==> config.mk <==
export PLATFORM = sky130hd
export DESIGN_NAME = exec_unit_flat
export DESIGN_NICKNAME = d
export VERILOG_FILES = /design/src/rtl/exec_unit_if.sv /design/src/rtl/exec_unit.sv /design/src/flat_wrapper.sv
export SDC_FILE = /design/constraint.sdc
export NUM_CORES = 1
export LEC_CHECK = 0
export ABC_AREA = 0
export CORE_ASPECT_RATIO = 0.5
export CORE_MARGIN = 5
export CORE_UTILIZATION = 46
export CTS_CLUSTER_SIZE = 40
export DETAILED_ROUTE_END_ITERATION = 16
export MAX_ROUTING_LAYER = met4
export PLACE_DENSITY = 0.73
export SETUP_SLACK_MARGIN = 0.5
export SLEW_MARGIN = 20
export SYNTH_ARGS = -nofsm -noshare
export SYNTH_HDL_FRONTEND = slang
export SYNTH_SLANG_ARGS = --single-unit
==> constraint.sdc <==
create_clock -name CLK -period 2.4 [get_ports CLK]
set_clock_uncertainty 0.15 [all_clocks]
set_input_delay 0.48 -clock CLK [delete_from_list [all_inputs] [get_ports CLK]]
set_output_delay 0.48 -clock CLK [all_outputs]
set_load 0.01 [all_outputs]
==> src/rtl/exec_unit_if.sv <==
// Request/write-back bundle between the operand source and exec_unit; exec_unit takes the slave side.
interface exec_unit_if #(
  parameter int WIDTH = 8,
  parameter int AW    = 3
);
  logic             START;
  logic [2:0]       OP;
  logic [AW-1:0]    DST;
  logic [WIDTH-1:0] A;
  logic [WIDTH-1:0] B;
  logic             BUSY;
  logic             DONE;
  logic             LD;
  logic [AW-1:0]    DR;
  logic [WIDTH-1:0] D_OUT;
  logic             Z;
  logic             C;

  modport master (output START, OP, DST, A, B,
                  input  BUSY, DONE, LD, DR, D_OUT, Z, C);
  modport slave  (input  START, OP, DST, A, B,
                  output BUSY, DONE, LD, DR, D_OUT, Z, C);
endinterface

==> src/rtl/exec_unit.sv <==
// Multi-cycle execute stage: ALU ops E=1, shifts E=max(1,count), MUL (EXU_MUL_EN) E=8; WRITE pulse one cycle later.
// No backpressure: START is accepted only in IDLE; requests while BUSY or in WRITE are dropped, not queued.
module exec_unit #(
  parameter int WIDTH = 8,
  parameter int AW    = 3
) (
  input  logic        CLK,
  input  logic        RESET,
  exec_unit_if.slave  io
);

  localparam logic [2:0] OP_ADD = 3'd0;
  localparam logic [2:0] OP_SUB = 3'd1;
  localparam logic [2:0] OP_AND = 3'd2;
  localparam logic [2:0] OP_OR  = 3'd3;
  localparam logic [2:0] OP_XOR = 3'd4;
  localparam logic [2:0] OP_SHL = 3'd5;
  localparam logic [2:0] OP_SHR = 3'd6;
  localparam logic [2:0] OP_MUL = 3'd7;

  typedef enum logic [1:0] {S_IDLE, S_EXEC, S_WRITE} state_t;

  state_t           state_q, state_d;
  logic [2:0]       op_q, op_d;
  logic [AW-1:0]    dst_q, dst_d;
  logic [WIDTH-1:0] a_q, a_d;
  logic [WIDTH-1:0] b_q, b_d;
  logic [2:0]       cnt_q, cnt_d;
  logic [WIDTH-1:0] d_out_q, d_out_d;
  logic [AW-1:0]    dr_q, dr_d;
  logic             z_q, z_d;
  logic             c_q, c_d;

  logic [WIDTH:0]   sum, diff;
  logic [WIDTH-1:0] res;
  logic             res_c;
  logic             exec_last;
  logic             wr_en;

`ifdef EXU_MUL_EN
  logic [2*WIDTH-1:0] acc_q, acc_d;
  logic [2*WIDTH-1:0] mcand_q, mcand_d;
  logic [2*WIDTH-1:0] prod;
`endif

  always_ff @(posedge CLK) begin
    if (RESET) begin
      state_q <= S_IDLE;
      op_q    <= '0;
      dst_q   <= '0;
      a_q     <= '0;
      b_q     <= '0;
      cnt_q   <= '0;
      d_out_q <= '0;
      dr_q    <= '0;
      z_q     <= 1'b0;
      c_q     <= 1'b0;
`ifdef EXU_MUL_EN
      acc_q   <= '0;
      mcand_q <= '0;
`endif
    end else begin
      state_q <= state_d;
      op_q    <= op_d;
      dst_q   <= dst_d;
      a_q     <= a_d;
      b_q     <= b_d;
      cnt_q   <= cnt_d;
      d_out_q <= d_out_d;
      dr_q    <= dr_d;
      z_q     <= z_d;
      c_q     <= c_d;
`ifdef EXU_MUL_EN
      acc_q   <= acc_d;
      mcand_q <= mcand_d;
`endif
    end
  end

  // Datapath: result of the current EXEC cycle and whether it is the final one.
  always_comb begin
    a_d     = a_q;
    b_d     = b_q;
    op_d    = op_q;
    dst_d   = dst_q;
    cnt_d   = cnt_q;
    d_out_d = d_out_q;
    dr_d    = dr_q;
    z_d     = z_q;
    c_d     = c_q;
`ifdef EXU_MUL_EN
    acc_d   = acc_q;
    mcand_d = mcand_q;
    prod    = acc_q + (b_q[0] ? mcand_q : '0);
`endif
    sum       = {1'b0, a_q} + {1'b0, b_q};
    diff      = {1'b0, a_q} - {1'b0, b_q};
    res       = '0;
    res_c     = 1'b0;
    exec_last = 1'b1;
    wr_en     = 1'b1;

    case (op_q)
      OP_ADD: begin res = sum[WIDTH-1:0];  res_c = sum[WIDTH];  end
      OP_SUB: begin res = diff[WIDTH-1:0]; res_c = diff[WIDTH]; end
      OP_AND: res = a_q & b_q;
      OP_OR:  res = a_q | b_q;
      OP_XOR: res = a_q ^ b_q;
      OP_SHL: begin
        res = a_q;
        if (cnt_q != 3'd0) begin
          res       = {a_q[WIDTH-2:0], 1'b0};
          res_c     = a_q[WIDTH-1];
          exec_last = (cnt_q == 3'd1);
        end
      end
      OP_SHR: begin
        res = a_q;
        if (cnt_q != 3'd0) begin
          res       = {1'b0, a_q[WIDTH-1:1]};
          res_c     = a_q[0];
          exec_last = (cnt_q == 3'd1);
        end
      end
      OP_MUL: begin
`ifdef EXU_MUL_EN
        res       = prod[WIDTH-1:0];
        res_c     = |prod[2*WIDTH-1:WIDTH];
        exec_last = (cnt_q == 3'd0);
`else
        wr_en     = 1'b0;
`endif
      end
    endcase

    if (state_q == S_IDLE && io.START) begin
      a_d   = io.A;
      b_d   = io.B;
      op_d  = io.OP;
      dst_d = io.DST;
      if (io.OP == OP_SHL || io.OP == OP_SHR)
        cnt_d = io.B[2:0];
      else if (io.OP == OP_MUL)
        cnt_d = 3'd7;
      else
        cnt_d = 3'd0;
`ifdef EXU_MUL_EN
      acc_d   = '0;
      mcand_d = {{WIDTH{1'b0}}, io.A};
`endif
    end else if (state_q == S_EXEC) begin
      if ((op_q == OP_SHL || op_q == OP_SHR) && cnt_q != 3'd0) begin
        a_d   = res;
        cnt_d = cnt_q - 3'd1;
      end
`ifdef EXU_MUL_EN
      if (op_q == OP_MUL) begin
        acc_d   = prod;
        mcand_d = mcand_q << 1;
        b_d     = b_q >> 1;
        cnt_d   = cnt_q - 3'd1;
      end
`endif
      if (exec_last && wr_en) begin
        d_out_d = res;
        dr_d    = dst_q;
        z_d     = (res == '0);
        c_d     = res_c;
      end
    end
  end

  always_comb begin
    state_d = state_q;
    case (state_q)
      S_IDLE:  if (io.START) state_d = S_EXEC;
      S_EXEC:  if (exec_last) state_d = S_WRITE;
      S_WRITE: state_d = S_IDLE;
      default: state_d = S_IDLE;
    endcase
  end

  always_comb begin
    io.BUSY  = (state_q != S_IDLE);
    io.DONE  = (state_q == S_WRITE);
`ifdef EXU_MUL_EN
    io.LD    = (state_q == S_WRITE);
`else
    io.LD    = (state_q == S_WRITE) && (op_q != OP_MUL);
`endif
    io.DR    = dr_q;
    io.D_OUT = d_out_q;
    io.Z     = z_q;
    io.C     = c_q;
  end

endmodule

==> src/flat_wrapper.sv <==
// flat-port wrapper written by rule: the top's interface ports become plain ports
module exec_unit_flat 
#(
  parameter int WIDTH = 8,
  parameter int AW    = 3
)
  (CLK, RESET, io_START, io_OP, io_DST, io_A, io_B, io_BUSY, io_DONE, io_LD, io_DR, io_D_OUT, io_Z, io_C);
  exec_unit_if #(.WIDTH(WIDTH), .AW(AW)) io_i ();
  input  logic CLK;
  input  logic RESET;
  input wire logic [$bits(io_i.START)-1:0] io_START;
  input wire logic [$bits(io_i.OP)-1:0] io_OP;
  input wire logic [$bits(io_i.DST)-1:0] io_DST;
  input wire logic [$bits(io_i.A)-1:0] io_A;
  input wire logic [$bits(io_i.B)-1:0] io_B;
  output wire logic [$bits(io_i.BUSY)-1:0] io_BUSY;
  output wire logic [$bits(io_i.DONE)-1:0] io_DONE;
  output wire logic [$bits(io_i.LD)-1:0] io_LD;
  output wire logic [$bits(io_i.DR)-1:0] io_DR;
  output wire logic [$bits(io_i.D_OUT)-1:0] io_D_OUT;
  output wire logic [$bits(io_i.Z)-1:0] io_Z;
  output wire logic [$bits(io_i.C)-1:0] io_C;
  assign io_i.START = io_START;
  assign io_i.OP = io_OP;
  assign io_i.DST = io_DST;
  assign io_i.A = io_A;
  assign io_i.B = io_B;
  assign io_BUSY = io_i.BUSY;
  assign io_DONE = io_i.DONE;
  assign io_LD = io_i.LD;
  assign io_DR = io_i.DR;
  assign io_D_OUT = io_i.D_OUT;
  assign io_Z = io_i.Z;
  assign io_C = io_i.C;
  exec_unit #(.WIDTH(WIDTH), .AW(AW)) u_core (.CLK(CLK), .RESET(RESET), .io(io_i));
endmodule
# Word-level counts from Yosys, hierarchy flattened
# Index checks and enable logic that the tools add are counted.
# word_totals
reg_bits,40
inputBits,25
# op_classes
muxes,20
n_addsub,3
bitwise_logic,4
reduce_logical,17
eq_ne,16
# ops
op,n
case mux 8 bit (7 select lines),1
2-to-1 mux 8 bit,5
== test 3 bit (second input constant),7
2-to-1 mux 3 bit,5
adder 8 x 8 -> 9 bit,1
subtractor 8 x 8 -> 9 bit,1
AND 8 bit,1
zero test 8 bit,1
OR 8 bit,1
XOR 8 bit,1
== test 3 x 1 -> 1 bit (second input constant),2
== test 3 x 2 -> 1 bit (second input constant),2
nonzero test 2 bit,3
2-to-1 mux 1 bit,5
logical AND 1 bit,4
2-to-1 mux 2 bit,2
case mux 1 bit (4 select lines),1
case mux 2 bit (2 select lines),1
AND reduction 2 bit,2
zero test 3 bit,1
!= test 3 bit (second input constant),1
AND reduction 3 bit,1
nonzero test 3 bit,1
subtractor 3 x 1 -> 3 bit (second input constant),1
8 further kinds,9

# Logic depth before layout (Yosys ltp)
# depth
depth_word,6
mapped_depth,10
depth_no_buf,10

# Worst setup path before layout
# OpenSTA, ideal clock, no wires.
# synth_path
path_type,reg-to-reg
start,register u_core.a_q[0]
end,"register u_core.z_q, in the netlist u_core.io.Z"
setup_ns,0.059
arrival_ns,2.222
path_stages_with_launch,10
path_slack_ns,-0.031
path_buffers,0
path_cell_list,dfxtp_1 -> ha_1 -> fa_1 -> mux2i_1 -> a2bb2oi_1 -> o2111ai_1 -> a2111oi_0 -> nand3_1 -> nor3_2 -> a31o_1
# synth_between
elab_chain_cells,3
# synth_rtl
element,line_no,rtl
from (decl),exec_unit.sv:26,"logic [WIDTH-1:0] a_q, a_d;"
from (signal assigned),exec_unit.sv:51,a_q <= '0;
from (signal assigned),exec_unit.sv:66,a_q <= a_d;
subtractor 8 x 8 -> 9 bit (tied with other cells),exec_unit.sv:97,"diff = {1'b0, a_q} - {1'b0, b_q};"
case mux 8 bit (7 select lines) (*),exec_unit.sv:103,case (op_q)
zero test 8 bit (*),exec_unit.sv:167,z_d = (res == '0);
to (signal assigned),exec_unit.sv:71,z_q <= z_d;
to (decl),exec_unit.sv:31,"logic z_q, z_d;"
# Mark *: on every way between the ends. The rest lies on a longest branch, timed or not.
# A chain may end at the register's enable or synchronous reset.

# Worst setup path after layout
# Same ends and word-level chain as after synthesis.

==> flow_summary.yaml <==
detailed_routing:
  route.met3.wl_um: 1154
  postRouteAntennaNets: 0
  wl_met1_um: 5223
  first_iter_violations: 572
  routedWlPerCell_um: 19.81
  routed_wl_um: 11830
  drc: 0
  wl_met2_um: 5237
  first_pass_iters: 5
  routed_via_density: 6.047
  route.vias.total: 3610
  top_layer_used: "met4"
setup_path:
  r2r-end: "u_core.io.Z"
  r2r_slack_ns: -0.03
  critPathKind: "reg -> reg"
  crit_path_end_kind: "flip-flop"
  critical_path.startpoint_type: "flip-flop"
  cp.required_ns: 2.48
  r2r_start: "u_core.a_q[0]"
  crit_fanout: 3
  worst-r2r-cell-count: 10
  worstPathArrival_ns: 2.51
grt:
  first_global_vias: 3294
  grt_max_degree: 42
  antenna_found_initial: 0
  grt-ovfl-total: 0
  grt_first_pass_wirelength_um: 17190
  grt_usage_pct: 25.65
clock_network:
  numCtsBuffers: 5
  clkTransAtPathRegs_ns: 0.06
  cts_hold_buf: 0
  clk_latency_ns: 0.28
  clock_sinks: 40
  htreeDepth: 2
  root_buffer: "clkbuf_16"
  tritoncts: "done"
  clk_path_buf_depth: 2
place:
  gp_congestion: 0.9350
  numPortBuffers: 40
  placedInstanceArea_sq_um: 3999
  dp_cells: 561
  dp_hpwl_um: 7277
floorplan:
  coreArea_sq_um: 6674
  io_pins: 41
  die_x_um: 127.0
  rows: 21
  start_util_pct: 47.17
  dieArea_sq_um: 8698
  die_h_um: 68.50
min_path:
  hold_depth: 2
  min_path_type: "reg -> reg"
  min_to: "u_core.dst_q[1]"
  worst_hold_startpoint: "u_core.dst_q[1]"
sta:
  final.min_clock_period_ns: 2.425
  setup_violations: 1
  finalHoldViolCount: 0
  slew_violations: 0
  worst_slack_ns: -0.02507
  tightest_slew_ns: 0.5193
  relSlewSlack_pct: 65.19
  fmax_mhz: 412.4
  whs_ns: 0.3046
  rsz0062_at_grt: "yes"
  fin_crit_sh_pct: 101.0
logic_synthesis:
  yosysSeqAreaShare_pct: 25.44
  synth-edff-count: 0
  synth_cells: 408
  synth_seq_cells: 40
  yosysWarningCount: 0
  yosysUniqueCellTypes: 60
  synth_top_area_share_pct: 25.44
  syn_nets: 462
  synthTopCellsByArea: "dfxtp_1, ha_1, a21oi_1, nand2_1, nor2_1"
  synth_top_area_cell: "dfxtp_1"
  syn-cell-area_sq_um: 3148
  synth_ff_type: "dfxtp_1"
  syn_avg_cell_area_sq_um: 7.716
  synth-async-reset-ratio_pct: 0
run:
  drv_cap: 0
layout:
  area_growth_syn_to_layout_pct: 58.11
  final_cells: 597
  design_area_sq_um: 4977
  final_common_cell: "buf_4"
  drive_gt1_share_pct: 38.81
  layout.nets: 558
  layout_common_cells: "buf_4, nand2_1, clkdlybuf4s50_1"
  diodes: 0
pwr:
  p_leak_nw: 1.914
  ir_drop_v: 0.0003787
  p_per_area_nw_per_um2: 495.7
outcome:
  violations: "setup timing"
  outcome: "finished, violations left"
repair_timing:
item | in CTS | in global routing
setup endpoints to repair | 26 | 24
gates resized for setup | 53 | 76
pin swaps | 25 | 41
buffers inserted | 13 | 13
cloned | 1 | 1
per-layer routing:
| metal | vias up | global-route usage (%) |
|---|---|---|
| met5 | - | - |
| li1 | 1644 | - |
| met1 | 1738 | 35.31 |
| met4 | 0 | 6.818 |
| met2 | 200 | 38.49 |
| met3 | 28 | 5.538 |
registers in the layout (all words and copies together), names as in the netlist, 2 cells and up:
name,count
u_core.b_q,8
u_core.a_q,8
u_core.io.D_OUT,8
u_core.io.DR,3
u_core.dst_q,3
u_core.cnt_q,3
u_core.state_q,2
u_core.op_q,3
synth_stat cells (3+ instances only):
master    number
nand2_1       46
a21oi_1       42
dfxtp_1       40
nor2_1        36
ha_1          27
inv_1         25
a22oi_1       15
a211oi_1      12
clkbuf_1      12
nor2b_1       12
nand2b_1      11
o21ai_0       11
buf_2          8
mux2i_1        7
nand3_1        7
nor3_1         6
o22ai_1        5
xnor2_1        5
a31oi_1        4
and2_1         4
buf_6          4
nand3b_1       4
o211ai_1       4
a221oi_1       3
and3_1         3
buf_4          3
nand4_1        3
o21ai_1        3
o21bai_1       3
xor2_1         3
layout make-up:
type                       count  area [sq um]
clock inverter                 3         47.55
fill                         420          1697
tap                           92         115.1
inverter                      25         98.84
multi-input combinational    316          2649
clock buffer                   5         125.1
timing repair buffer         116          1107
sequential                    40         834.6
where the power goes:
part | internal (W) | switching [W] | leakage (nW)
registers | 0.000702 | 0.0000349 | 0.335
clock network | 0.000494 | 0.000287 | 0.0840
logic | 0.000459 | 0.000490 | 1.50
total | 0.00165 | 0.000812 | 1.91
kinds of logic after synthesis:
| family | count (synthesis) | synth area share, % |
|---|---|---|
| compound gates | 125 | 26.71 |
| xor+xnor | 8 | 2.226 |
| fa+ha+maj | 31 | 12.64 |
| buf+inv | 52 | 7.830 |
| flops | 40 | 25.44 |
| mux | 7 | 2.226 |
| simple gates | 145 | 22.93 |
worst max-delay path by stage:
stage	start	to	slack, ns
finish	u_core.a_q[0]	u_core.io.Z	-0.03
CTS	u_core.a_q[0]	u_core.io.Z	-0.02
detailed placement	u_core.a_q[0]	u_core.io.Z	-0.1
global route	u_core.b_q[3]	u_core.io.C	-0.14
floorplan	u_core.a_q[0]	u_core.io.Z	0.12
global placement	u_core.b_q[0]	u_core.io.Z	-0.03
through the flow:
stage	setup WS (ns)	utilization [%]	setup TNS [ns]	total power, W
6_report	-0.02507	74.58	-0.02507	0.002467
5_1_grt	-0.1392	74.58	-0.2849	0.002561
2_1_floorplan	0.1156	-	0	0.001161
4_1_cts	-0.02448	67.62	-0.02448	0.002281
3_5_place_dp	-0.09785	59.92	-0.09785	0.001428
3_3_place_gp	-0.03013	59.92	-0.03013	0.001428
worst max-delay path: stages (launching register included):
cell and delay [ns]:
dfxtp_4 0.38, inv_2 0.06, ha_4 0.16, fa_2 0.35, xor2_1 0.16, o211ai_1 0.26
o21ai_1 0.15, a221oi_2 0.28, nand3_1 0.16, nor3_2 0.14, a31o_1 0.15
(Power assumes the default switching activity.)
